File: src/rtl/vball_sync_decoder_if.sv
// Video timing bundle between the VBall core output and its sync decoder.
// Latency: n/a (wires only).
// Backpressure: none; the stream is paced by ce_pix and cannot be stalled.
//
// Ports / signals:
//   ce_pix, hs_in, vs_in, hb_in, vb_in    raw timing from the core (master drives)
//   x, y, de                              recovered raster position (decoder drives)
//   h_total, v_total, h_active, v_active  geometry of the last complete frame
//   frame_stb, locked                     measurement update pulse and lock flag
interface vball_sync_decoder_if;
  logic       ce_pix;
  logic       hs_in;
  logic       vs_in;
  logic       hb_in;
  logic       vb_in;
  logic [9:0] x;
  logic [9:0] y;
  logic       de;
  logic [9:0] h_total;
  logic [9:0] v_total;
  logic [9:0] h_active;
  logic [9:0] v_active;
  logic       frame_stb;
  logic       locked;

  // Video source side.
  modport master (
    output ce_pix, hs_in, vs_in, hb_in, vb_in,
    input  x, y, de, h_total, v_total, h_active, v_active, frame_stb, locked
  );

  // Decoder side.
  modport slave (
    input  ce_pix, hs_in, vs_in, hb_in, vb_in,
    output x, y, de, h_total, v_total, h_active, v_active, frame_stb, locked
  );
endinterface

File: src/rtl/vball_sync_decoder.sv
// Recovers raster position and frame geometry from VBall hs/vs/hb/vb timing; declares lock.
// Latency: x/y/de and measurements are registered, visible the clk after the ce_pix tick.
// Backpressure: none; every ce_pix tick is consumed, outputs hold while ce_pix is low.
//
// Ports:
//   clk        system clock
//   reset      synchronous, active-high; returns every register and output to 0 / SEARCH
//   vid        slave side of vball_sync_decoder_if (timing in, position/geometry/lock out)
module vball_sync_decoder #(
  parameter bit SYNC_ACTIVE_LOW = 1'b1,  // 1: hs/vs pulse low
  parameter int LOCK_FRAMES     = 3,     // identical frames needed for lock
  parameter int V_TIMEOUT       = 1023   // lines without vs before giving up
) (
  input logic                 clk,
  input logic                 reset,
  vball_sync_decoder_if.slave vid
);

  localparam logic [9:0] CMAX = 10'd1023;
  localparam logic [9:0] VTO  = 10'(V_TIMEOUT);
  // match counter only needs to reach LOCK_FRAMES-1
  localparam int             MW        = (LOCK_FRAMES > 1) ? $clog2(LOCK_FRAMES) : 1;
  localparam logic [MW-1:0]  MATCH_TGT = MW'(LOCK_FRAMES - 1);

  typedef enum logic [1:0] {
    ST_SEARCH = 2'd0,
    ST_TRAIN  = 2'd1,
    ST_LOCKED = 2'd2
  } state_t;

  // ---------------------------------------------------------------------------
  // Input sampling and edge detection (only on ce ticks)
  // ---------------------------------------------------------------------------
  logic hs_act, vs_act;
  logic hs_act_q, hs_act_d;
  logic vs_act_q, vs_act_d;
  logic hb_q, hb_d;
  logic vb_q, vb_d;
  logic hs_edge, vs_edge, hb_fall, vb_fall;

  // Normalise sync polarity so "1" always means "inside the sync pulse".
  assign hs_act = SYNC_ACTIVE_LOW ? ~vid.hs_in : vid.hs_in;
  assign vs_act = SYNC_ACTIVE_LOW ? ~vid.vs_in : vid.vs_in;

  assign hs_edge = vid.ce_pix & hs_act & ~hs_act_q;
  assign vs_edge = vid.ce_pix & vs_act & ~vs_act_q;
  assign hb_fall = vid.ce_pix & hb_q & ~vid.hb_in;
  assign vb_fall = vid.ce_pix & vb_q & ~vid.vb_in;

  always_comb begin
    hs_act_d = hs_act_q;
    vs_act_d = vs_act_q;
    hb_d     = hb_q;
    vb_d     = vb_q;
    if (vid.ce_pix) begin
      hs_act_d = hs_act;
      vs_act_d = vs_act;
      hb_d     = vid.hb_in;
      vb_d     = vid.vb_in;
    end
  end

  // ---------------------------------------------------------------------------
  // Line / frame counters
  // ---------------------------------------------------------------------------
  logic [9:0] hc_q, hc_d;          // ce ticks since last hs edge
  logic [9:0] hc_lat_q, hc_lat_d;  // length of last complete line
  logic [9:0] ha_q, ha_d;          // non-hblank ticks since last hs edge
  logic [9:0] ha_lat_q, ha_lat_d;
  logic [9:0] vc_q, vc_d;          // hs edges since last vs edge
  logic [9:0] vac_q, vac_d;        // of which with vb low
  logic [9:0] hc_inc, ha_inc, vc_hs, vac_hs;

  // The hs edge tick closes the old line, so it is counted into the latched
  // value and the new line starts at 0.
  assign hc_inc = (hc_q == CMAX) ? CMAX : hc_q + 10'd1;
  assign ha_inc = (!vid.hb_in && ha_q != CMAX) ? ha_q + 10'd1 : ha_q;

  // Line counts after this tick's hs edge: a coincident vs edge sees the hs first.
  assign vc_hs  = (hs_edge && vc_q != CMAX) ? vc_q + 10'd1 : vc_q;
  assign vac_hs = (hs_edge && !vid.vb_in && vac_q != CMAX) ? vac_q + 10'd1 : vac_q;

  always_comb begin
    hc_d     = hc_q;
    hc_lat_d = hc_lat_q;
    ha_d     = ha_q;
    ha_lat_d = ha_lat_q;
    vc_d     = vc_q;
    vac_d    = vac_q;
    if (vid.ce_pix) begin
      if (hs_edge) begin
        hc_lat_d = hc_inc;
        hc_d     = '0;
        ha_lat_d = ha_inc;
        ha_d     = '0;
      end else begin
        hc_d = hc_inc;
        ha_d = ha_inc;
      end
      vc_d  = vc_hs;
      vac_d = vac_hs;
      if (vs_edge) begin
        vc_d  = '0;
        vac_d = '0;
      end
    end
  end

  // ---------------------------------------------------------------------------
  // Frame measurements, published on every vs leading edge
  // ---------------------------------------------------------------------------
  logic [9:0] h_total_q, h_total_d;
  logic [9:0] v_total_q, v_total_d;
  logic [9:0] h_active_q, h_active_d;
  logic [9:0] v_active_q, v_active_d;
  logic       frame_stb_q, frame_stb_d;

  always_comb begin
    h_total_d   = h_total_q;
    v_total_d   = v_total_q;
    h_active_d  = h_active_q;
    v_active_d  = v_active_q;
    frame_stb_d = vs_edge;
    if (vs_edge) begin
      h_total_d  = hc_lat_d;
      v_total_d  = vc_hs;
      h_active_d = ha_lat_d;
      v_active_d = vac_hs;
    end
  end

  // ---------------------------------------------------------------------------
  // Lock FSM
  // ---------------------------------------------------------------------------
  state_t        state_q, state_d;
  logic [MW-1:0] match_q, match_d;
  logic          prev_vld_q, prev_vld_d;  // previous frame is a real, complete frame
  logic          locked_q, locked_d;
  logic          same_geom, ovf;
  logic [MW-1:0] match_inc;

  // New frame geometry vs. the frame currently published on the outputs.
  assign same_geom = (hc_lat_d == h_total_q) && (vc_hs == v_total_q);
  assign match_inc = match_q + MW'(1);

  // A saturated line counter means hs vanished; too many lines means vs vanished.
  // A vs edge on the same tick restarts the frame, so it is not a timeout.
  assign ovf = vid.ce_pix & ((hc_d == CMAX) | (~vs_edge & (vc_hs >= VTO)));

  always_comb begin
    state_d    = state_q;
    match_d    = match_q;
    prev_vld_d = prev_vld_q;
    unique case (state_q)
      ST_SEARCH: begin
        // The frame ending here began mid-stream; never compare against it.
        if (vs_edge) begin
          state_d    = ST_TRAIN;
          match_d    = '0;
          prev_vld_d = 1'b0;
        end
      end
      ST_TRAIN: begin
        if (vs_edge) begin
          prev_vld_d = 1'b1;
          if (prev_vld_q && same_geom) begin
            match_d = match_inc;
            if (match_inc >= MATCH_TGT) state_d = ST_LOCKED;
          end else begin
            match_d = '0;
            if (MATCH_TGT == '0) state_d = ST_LOCKED;
          end
        end
      end
      ST_LOCKED: begin
        if (vs_edge && !same_geom) begin
          state_d = ST_TRAIN;
          match_d = '0;
        end
      end
      default: begin
        state_d = ST_SEARCH;
        match_d = '0;
      end
    endcase
    if (ovf) begin
      state_d = ST_SEARCH;
      match_d = '0;
    end
  end

  // Registered from the next state so lock changes line up with frame_stb.
  assign locked_d = (state_d == ST_LOCKED);

  // ---------------------------------------------------------------------------
  // Raster position
  // ---------------------------------------------------------------------------
  logic [9:0] x_q, x_d;
  logic [9:0] y_q, y_d;
  logic       de_q, de_d;
  logic       first_q, first_d;  // next active line is line 0
  logic       arm;

  // vb may fall on the same tick as hb; arming and using it then must coincide.
  assign arm = vb_fall | first_q;

  always_comb begin
    x_d     = x_q;
    y_d     = y_q;
    de_d    = de_q;
    first_d = first_q;
    if (vid.ce_pix) begin
      de_d = ~vid.hb_in & ~vid.vb_in;
      if (hb_fall) begin
        x_d = '0;
      end else if (!vid.hb_in && x_q != CMAX) begin
        x_d = x_q + 10'd1;
      end
      if (hb_fall) begin
        if (arm) begin
          y_d     = '0;
          first_d = 1'b0;
        end else if (!vid.vb_in && y_q != CMAX) begin
          y_d = y_q + 10'd1;
        end
      end else if (vb_fall) begin
        first_d = 1'b1;
      end
    end
  end

  // ---------------------------------------------------------------------------
  // State registers
  // ---------------------------------------------------------------------------
  always_ff @(posedge clk) begin
    if (reset) begin
      hs_act_q    <= 1'b0;
      vs_act_q    <= 1'b0;
      hb_q        <= 1'b0;
      vb_q        <= 1'b0;
      hc_q        <= '0;
      hc_lat_q    <= '0;
      ha_q        <= '0;
      ha_lat_q    <= '0;
      vc_q        <= '0;
      vac_q       <= '0;
      h_total_q   <= '0;
      v_total_q   <= '0;
      h_active_q  <= '0;
      v_active_q  <= '0;
      frame_stb_q <= 1'b0;
      state_q     <= ST_SEARCH;
      match_q     <= '0;
      prev_vld_q  <= 1'b0;
      locked_q    <= 1'b0;
      x_q         <= '0;
      y_q         <= '0;
      de_q        <= 1'b0;
      first_q     <= 1'b0;
    end else begin
      hs_act_q    <= hs_act_d;
      vs_act_q    <= vs_act_d;
      hb_q        <= hb_d;
      vb_q        <= vb_d;
      hc_q        <= hc_d;
      hc_lat_q    <= hc_lat_d;
      ha_q        <= ha_d;
      ha_lat_q    <= ha_lat_d;
      vc_q        <= vc_d;
      vac_q       <= vac_d;
      h_total_q   <= h_total_d;
      v_total_q   <= v_total_d;
      h_active_q  <= h_active_d;
      v_active_q  <= v_active_d;
      frame_stb_q <= frame_stb_d;
      state_q     <= state_d;
      match_q     <= match_d;
      prev_vld_q  <= prev_vld_d;
      locked_q    <= locked_d;
      x_q         <= x_d;
      y_q         <= y_d;
      de_q        <= de_d;
      first_q     <= first_d;
    end
  end

  assign vid.x         = x_q;
  assign vid.y         = y_q;
  assign vid.de        = de_q;
  assign vid.h_total   = h_total_q;
  assign vid.v_total   = v_total_q;
  assign vid.h_active  = h_active_q;
  assign vid.v_active  = v_active_q;
  assign vid.frame_stb = frame_stb_q;
  assign vid.locked    = locked_q;

endmodule

File: src/flat_wrapper.sv
// flat-port wrapper written by rule: the top's interface ports become plain ports
module vball_sync_decoder_flat 
#(
  parameter bit SYNC_ACTIVE_LOW = 1'b1,                       
  parameter int LOCK_FRAMES     = 3,                                        
  parameter int V_TIMEOUT       = 1023                                       
)
  (clk, reset, vid_ce_pix, vid_hs_in, vid_vs_in, vid_hb_in, vid_vb_in, vid_x, vid_y, vid_de, vid_h_total, vid_v_total, vid_h_active, vid_v_active, vid_frame_stb, vid_locked);
  vball_sync_decoder_if vid_i ();
  input logic clk;
  input logic reset;
  input wire logic [$bits(vid_i.ce_pix)-1:0] vid_ce_pix;
  input wire logic [$bits(vid_i.hs_in)-1:0] vid_hs_in;
  input wire logic [$bits(vid_i.vs_in)-1:0] vid_vs_in;
  input wire logic [$bits(vid_i.hb_in)-1:0] vid_hb_in;
  input wire logic [$bits(vid_i.vb_in)-1:0] vid_vb_in;
  output wire logic [$bits(vid_i.x)-1:0] vid_x;
  output wire logic [$bits(vid_i.y)-1:0] vid_y;
  output wire logic [$bits(vid_i.de)-1:0] vid_de;
  output wire logic [$bits(vid_i.h_total)-1:0] vid_h_total;
  output wire logic [$bits(vid_i.v_total)-1:0] vid_v_total;
  output wire logic [$bits(vid_i.h_active)-1:0] vid_h_active;
  output wire logic [$bits(vid_i.v_active)-1:0] vid_v_active;
  output wire logic [$bits(vid_i.frame_stb)-1:0] vid_frame_stb;
  output wire logic [$bits(vid_i.locked)-1:0] vid_locked;
  assign vid_i.ce_pix = vid_ce_pix;
  assign vid_i.hs_in = vid_hs_in;
  assign vid_i.vs_in = vid_vs_in;
  assign vid_i.hb_in = vid_hb_in;
  assign vid_i.vb_in = vid_vb_in;
  assign vid_x = vid_i.x;
  assign vid_y = vid_i.y;
  assign vid_de = vid_i.de;
  assign vid_h_total = vid_i.h_total;
  assign vid_v_total = vid_i.v_total;
  assign vid_h_active = vid_i.h_active;
  assign vid_v_active = vid_i.v_active;
  assign vid_frame_stb = vid_i.frame_stb;
  assign vid_locked = vid_i.locked;
  vball_sync_decoder #(.SYNC_ACTIVE_LOW(SYNC_ACTIVE_LOW), .LOCK_FRAMES(LOCK_FRAMES), .V_TIMEOUT(V_TIMEOUT)) u_core (.clk(clk), .reset(reset), .vid(vid_i));
endmodule
File: config.mk
export PLATFORM = sky130hd
export DESIGN_NAME = vball_sync_decoder_flat
export DESIGN_NICKNAME = d
export VERILOG_FILES = /design/src/rtl/vball_sync_decoder_if.sv /design/src/rtl/vball_sync_decoder.sv /design/src/flat_wrapper.sv
export SDC_FILE = /design/constraint.sdc
export NUM_CORES = 1
export LEC_CHECK = 0
export BUFFER_PORTS_ARGS = -buffer_cell sky130_fd_sc_hd__buf_2
export CAP_MARGIN = 20
export CORE_MARGIN = 4
export CORE_UTILIZATION = 55
export CTS_CLUSTER_SIZE = 12
export DETAILED_ROUTE_END_ITERATION = 8
export PLACE_DENSITY = 0.75
export SYNTH_ARGS = -nofsm -noshare
export SYNTH_HDL_FRONTEND = slang
export SYNTH_SLANG_ARGS = --single-unit
export TNS_END_PERCENT = 50
File: constraint.sdc
create_clock -name clk -period 3.55 [get_ports clk]
set_input_delay 0.71 -clock clk [delete_from_list [all_inputs] [get_ports clk]]
set_output_delay 0.71 -clock clk [all_outputs]
set_load 0.01 [all_outputs]
======== After elaboration in Yosys (flattened, before gate mapping) ========
Cells that the tools add are included.
storage, ports and cells
  register bits after elaboration ......... 133
  input port bits ......................... 7
  output and inout bits ................... 63
  word-level logic and storage cells ...... 126
operators by class
  $add $sub $neg .......................... 7
  order comparisons ....................... 2
  eq/ne operators ......................... 16
  mux-type cells .......................... 35
  bitwise operators ....................... 20
  reductions and logical operators ........ 23
operator list
  cell                     number
  $mux W10                 17
  $add A10 B1 Y10 const B  6
  $ne A10 B10 Y1 const B   5
  $eq A10 B10 Y1           2
  $eq A10 B10 Y1 const B   2
  $mux W2                  10
  $pmux W2 S3              2
  $reduce_and A3 Y1        4
  $and A1 B1 Y1            11
  $ge A10 B10 Y1 const B   1
  $logic_and A1 B1 Y1      9
  $reduce_bool A2 Y1       4
  $not A1 Y1               7
  $ne A2 B1 Y1 const B     3
  $mux W1                  5
  $eq A2 B2 Y1 const B     2
  $logic_not A1 Y1         3
  $add A2 B1 Y2 const B    1
  $eq A2 B1 Y1 const B     1
  $ge A2 B2 Y1 const B     1
  $logic_not A2 Y1         1
  $ne A2 B2 Y1 const B     1
  $or A1 B1 Y1             2
  $pmux W1 S2              1
  other kinds (2)          2

======== Depth between registers and ports, before layout ========
  depth after elaboration ................. 13
  gate-level depth with buffers ........... 11
  gate-level depth less buffers ........... 9

======== Least setup slack after synthesis ========
No wires, ideal clock.
  path kind ............................... in2reg
  from .................................... input port vid_hs_in
  to ...................................... register u_core.state_q[0]
  library setup time ...................... 0.122 ns
  arrival time ............................ 3.079 ns
  data required time ...................... 3.428 ns
  setup slack ............................. 0.350 ns
  cell stages on the path ................. 8
  path buffers ............................ 0
  cell sequence ........................... or3b_1 > o31a_1 > a22oi_1 > nand3_1 > or4_4 > nor4_4 > nand4_1 > o311a_1
between the ends
  word-level cells in the longest chain between the ends .. 12
  elaborated cells on any way between the ends .. 25
  classes of those cells .................. order compare: 1; eq/ne: 3; mux: 10; bitwise: 6; reduce/logical: 5
ends and longest elaborated chain
  item                                                    line                       source
  from (decl)                                             flat_wrapper.sv:13         input wire logic [$bits(vid_i.hs_in)-1:0] vid_hs_in;
  $not A1 Y1 (*)                                          vball_sync_decoder.sv:42   assign hs_act = SYNC_ACTIVE_LOW ? ~vid.hs_in : vid.hs_in;
  $and A1 B1 Y1 (*) (2 in a row)                          vball_sync_decoder.sv:45   assign hs_edge = vid.ce_pix & hs_act & ~hs_act_q;
  branches (longest 8 deep; another with $ge A10 B10 Y1)  -
  $mux W2 (*)                                             vball_sync_decoder.sv:186  if (ovf) begin
  to (signal assigned)                                    vball_sync_decoder.sv:276  state_q <= state_d;
  to (decl)                                               vball_sync_decoder.sv:135  state_t state_q, state_d;
Mark *: on every way between the ends.
A chain may end at the register's enable or synchronous reset.

======== Worst setup path after layout ========
  from .................................... register u_core.vc_q[6]
  to ...................................... register u_core.state_q[0]
between the ends
  word-level cells in the longest chain between the ends .. 10
  elaborated cells on any way between the ends .. 18
  classes of those cells .................. add/sub: 1; order compare: 1; eq/ne: 2; mux: 6; bitwise: 3; reduce/logical: 5
ends and longest elaborated chain
  item                                                     line                       source
  from (decl)                                              vball_sync_decoder.sv:70   logic [9:0] vc_q, vc_d;
  from (signal assigned)                                   vball_sync_decoder.sv:269  vc_q <= vc_d;
  branches (longest 2 deep; another with $add A10 B1 Y10)  -
  $mux W10 (*)                                             vball_sync_decoder.sv:80   assign vc_hs = (hs_edge && vc_q != CMAX) ? vc_q + 10'd1 : vc_q;
  branches (longest 6 deep; another with $ge A10 B10 Y1)   -
  $mux W2 (*)                                              vball_sync_decoder.sv:186
Marks and branches as above.

==> reports/qor.yml <==
cp-end-kind: "register"
cp-start-kind: "register"
vdd_drop_max_v: 0.000401
chipWidth_um: 118
p_int_mw: 2.83
hold_viol: 0
ys_seq_area_share_pct: 40.0
remaining_drc_errors: 0
hold_slack_ns: 0.453
cp_max_fo: 12
synthCells: 818
postCtsSetupBuffers: 0
fp.coreArea_um2: 11600
critical_path.endpoint: "u_core.state_q[0]$_SDFF_PP0_"
cts_root_buf: "clkbuf_16"
pin_count: 70
p_switching_uw: 861
final_area_um2: 7860
clock_latency_ns: 0.43
die_h_um: 118
instances_no_fill: 1042
slew_headroom_pct: 50.7
drt_wl_total_mm: 17.9
rrSetupSlack_ns: 0.36
rsz0062_at_grt: "no"
ant_nets: 0
skew_ns: 0.0182
fillers: 956
ys.warnings.count: 0
vias: 6335
cts_tree: "done"
cp.arrival_ns: 3.49
final_layout_size_suffix_gt1_share_pct: 16.6
seq_power_share_pct: 42.4
syn2layout_area_growth_pct: 18.1
synth-edff-count: 0
ys_ff_latch: 133
swShare_pct: 23.3
drtIter0Drc: 698
comb_power_share_pct: 8.6
r2r-end: "u_core.state_q[0]$_SDFF_PP0_"
start_util_pct: 57.3
cts_buffers: 17
r2r_cells: 9
worstSetupPathType: "reg -> reg"
drv_cap: 0
cts_resized: 0
final_max_slew_viol_count: 0
clk_pin_slew_ns: 0.06
dr.pass1.iters: 6
avgViaCountPerCell: 6.08
yosys_most_used_dff: "dfxtp_1"
cts_hold_buf: 0
crit_start: "u_core.vc_q[6]$_SDFFE_PP0P_"
grt_max_degree: 50
tns_ns: 0
synth.distinct_cells: 67
async_flop_share_pct: 0
syn_area_um2: 6650
avgRoutedWirePerCell_um: 17.2
finalCritPeriodShare_pct: 89.7
placedCellCount: 1010
io_buffers: 69
fin_nets: 899
syn_avg_cell_area_um2: 8.13
setup_violations: 0
tightestPinTransition_ns: 0.740
grt_pass1_wl_mm: 29.9
dieArea_um2: 13900
antenna_found_initial: 0
hold_path.class: "reg -> reg"
hpwl_mm: 12.8
leakagePower_nw: 3.00
dpl_cell_area_um2: 7250
fmax_ghz: 0.314
overflow: 0
cts_num_sinks: 133
ctsHtreeMaxLevel: 4
syn_nets: 831
r2r-start: "u_core.vc_q[6]$_SDFFE_PP0P_"
run_status: "complete, no violations"
p_clk_share_pct: 49.0
num_rows: 39
final_util_pct: 67.7
critPathRequiredTime_ns: 3.85
grtUsageTotal_pct: 26.0
n_antenna_cell: 0
grt_pass1_vias: 5857
gp_congestion: 0.935
clockBufferDepth: 2
p_per_area_nw_per_um2: 470
finalCriticalPeriod_ns: 3.19
## worst max-delay path, stage by stage (launching register included)
cell and delay, ns:
dfxtp_1 0.59, or4bb_1 0.55, a2111oi_1 0.45, buf_4 0.23
nor3b_1 0.06, nor4_1 0.28, and4_1 0.28, and2_1 0.17
nand4_1 0.10, o311a_1 0.35
## per-layer routing
layer	vias to the layer above	track usage, %	part of all wire, %
met5	-	0	0
met4	0	8.35	1.1
met3	24	6.01	6.4
met2	233	40.4	46
met1	2967	35.9	46
li1	3111	-	-
## stage by stage
step	setup WS (ns)	total power [mW]
finish	0.365	3.69
global route	0.119	3.84
CTS	0.414	3.71
detailed placement	0.0788	1.91
global placement	0.167	1.90
floorplan	0.350	1.80
## layout make-up
type / instances / area, um^2 / area share (%)
Inverter: 13 / 48.8 / 0.621
Clock buffer: 24 / 492 / 6.26
Tap cell: 143 / 179 / 2.28
Clock inverter: 8 / 121 / 1.54
Sequential cell: 133 / 2660 / 33.9
Multi-Input combinational cell: 617 / 3740 / 47.5
Timing Repair Buffer: 104 / 621 / 7.90
## Yosys cell counts (all sizes together), types with 11 or more instances
master | number | area share [%]
xnor2 | 20 | 2.6
clkbuf | 38 | 2.1
nor2b | 12 | 1.1
nand4 | 19 | 1.8
nand2 | 45 | 2.5
xor2 | 22 | 2.9
a21oi | 55 | 4.1
o21ai | 18 | 1.4
nor3 | 26 | 2.0
inv | 12 | 0.68
nor2 | 152 | 8.6
buf | 17 | 1.1
mux2i | 17 | 2.6
dfxtp | 133 | 40
and3 | 14 | 1.3
nor4 | 11 | 1.3
a211oi | 47 | 5.3
nand3 | 25 | 1.9
## worst min-delay path by stage
stage / slack [ns] / cells after the start / start / endpoint
finish: 0.45 / 2 / u_core.vid.h_active[8]$_SDFFE_PP0P_ / u_core.vid.h_active[8]$_SDFFE_PP0P_
global route: 0.49 / 2 / u_core.vid.h_active[7]$_SDFFE_PP0P_ / u_core.vid.h_active[7]$_SDFFE_PP0P_
CTS: 0.45 / 2 / u_core.vid.h_active[8]$_SDFFE_PP0P_ / u_core.vid.h_active[8]$_SDFFE_PP0P_
detailed placement: 0.44 / 2 / u_core.vid.h_active[8]$_SDFFE_PP0P_ / u_core.vid.h_active[8]$_SDFFE_PP0P_
global placement: 0.43 / 2 / u_core.vid.h_active[9]$_SDFFE_PP0P_ / u_core.vid.h_active[9]$_SDFFE_PP0P_
floorplan: 0.45 / 2 / u_core.ha_lat_q[1]$_SDFF_PP0_ / u_core.ha_lat_q[1]$_SDFF_PP0_
## registers in the layout (all words and copies together), names as in the netlist, 10 cells and up
signal and cells:
u_core.ha_lat_q 10, u_core.ha_q 10, u_core.hc_lat_q 10, u_core.hc_q 10, u_core.vac_q 10, u_core.vc_q 10, u_core.vid.h_active 10, u_core.vid.h_total 10
u_core.vid.v_active 10, u_core.vid.v_total 10, u_core.vid.x 10, u_core.vid.y 10
## logic make-up after synthesis
| family | share of synthesized area [%] |
|---|---|
| flip-flops | 40.0 |
| adder cells (fa/ha/maj) | 1.13 |
| AO/OA/AOI/OAI | 19.9 |
| multiplexers | 3.23 |
| XOR/XNOR | 5.53 |
| buffers and inverters | 3.99 |
| AND/OR/NAND/NOR | 26.2 |
## layout by cell type, fill, tap and decap left out, types with 8 or more instances in the layout
| cell type | count |
|---|---|
| a211oi_1 | 47 |
| a21oi_1 | 55 |
| a31oi_1 | 9 |
| and2_1 | 8 |
| and3_1 | 14 |
| buf_2 | 69 |
| buf_4 | 34 |
| clkbuf_16 | 17 |
| dfxtp_1 | 133 |
| inv_1 | 12 |
| mux2i_1 | 17 |
| nand2_1 | 45 |
| nand2b_1 | 8 |
| nand3_1 | 25 |
| nand4_1 | 19 |
| nor2_1 | 152 |
| nor2b_1 | 12 |
| nor3_1 | 25 |
| nor4_1 | 10 |
| o21ai_0 | 18 |
| xnor2_1 | 20 |
| xor2_1 | 22 |
## power by group through the flow
stage	sequential (mW)	combinational, mW	clock (mW)
6_report	1.56	0.319	1.81
2_1_floorplan	1.60	0.204	0
5_1_grt	1.57	0.352	1.92
3_3_place_gp	1.59	0.309	0
4_1_cts	1.56	0.318	1.83
3_5_place_dp	1.60	0.316	0
Power figures use the tool's default switching activity.
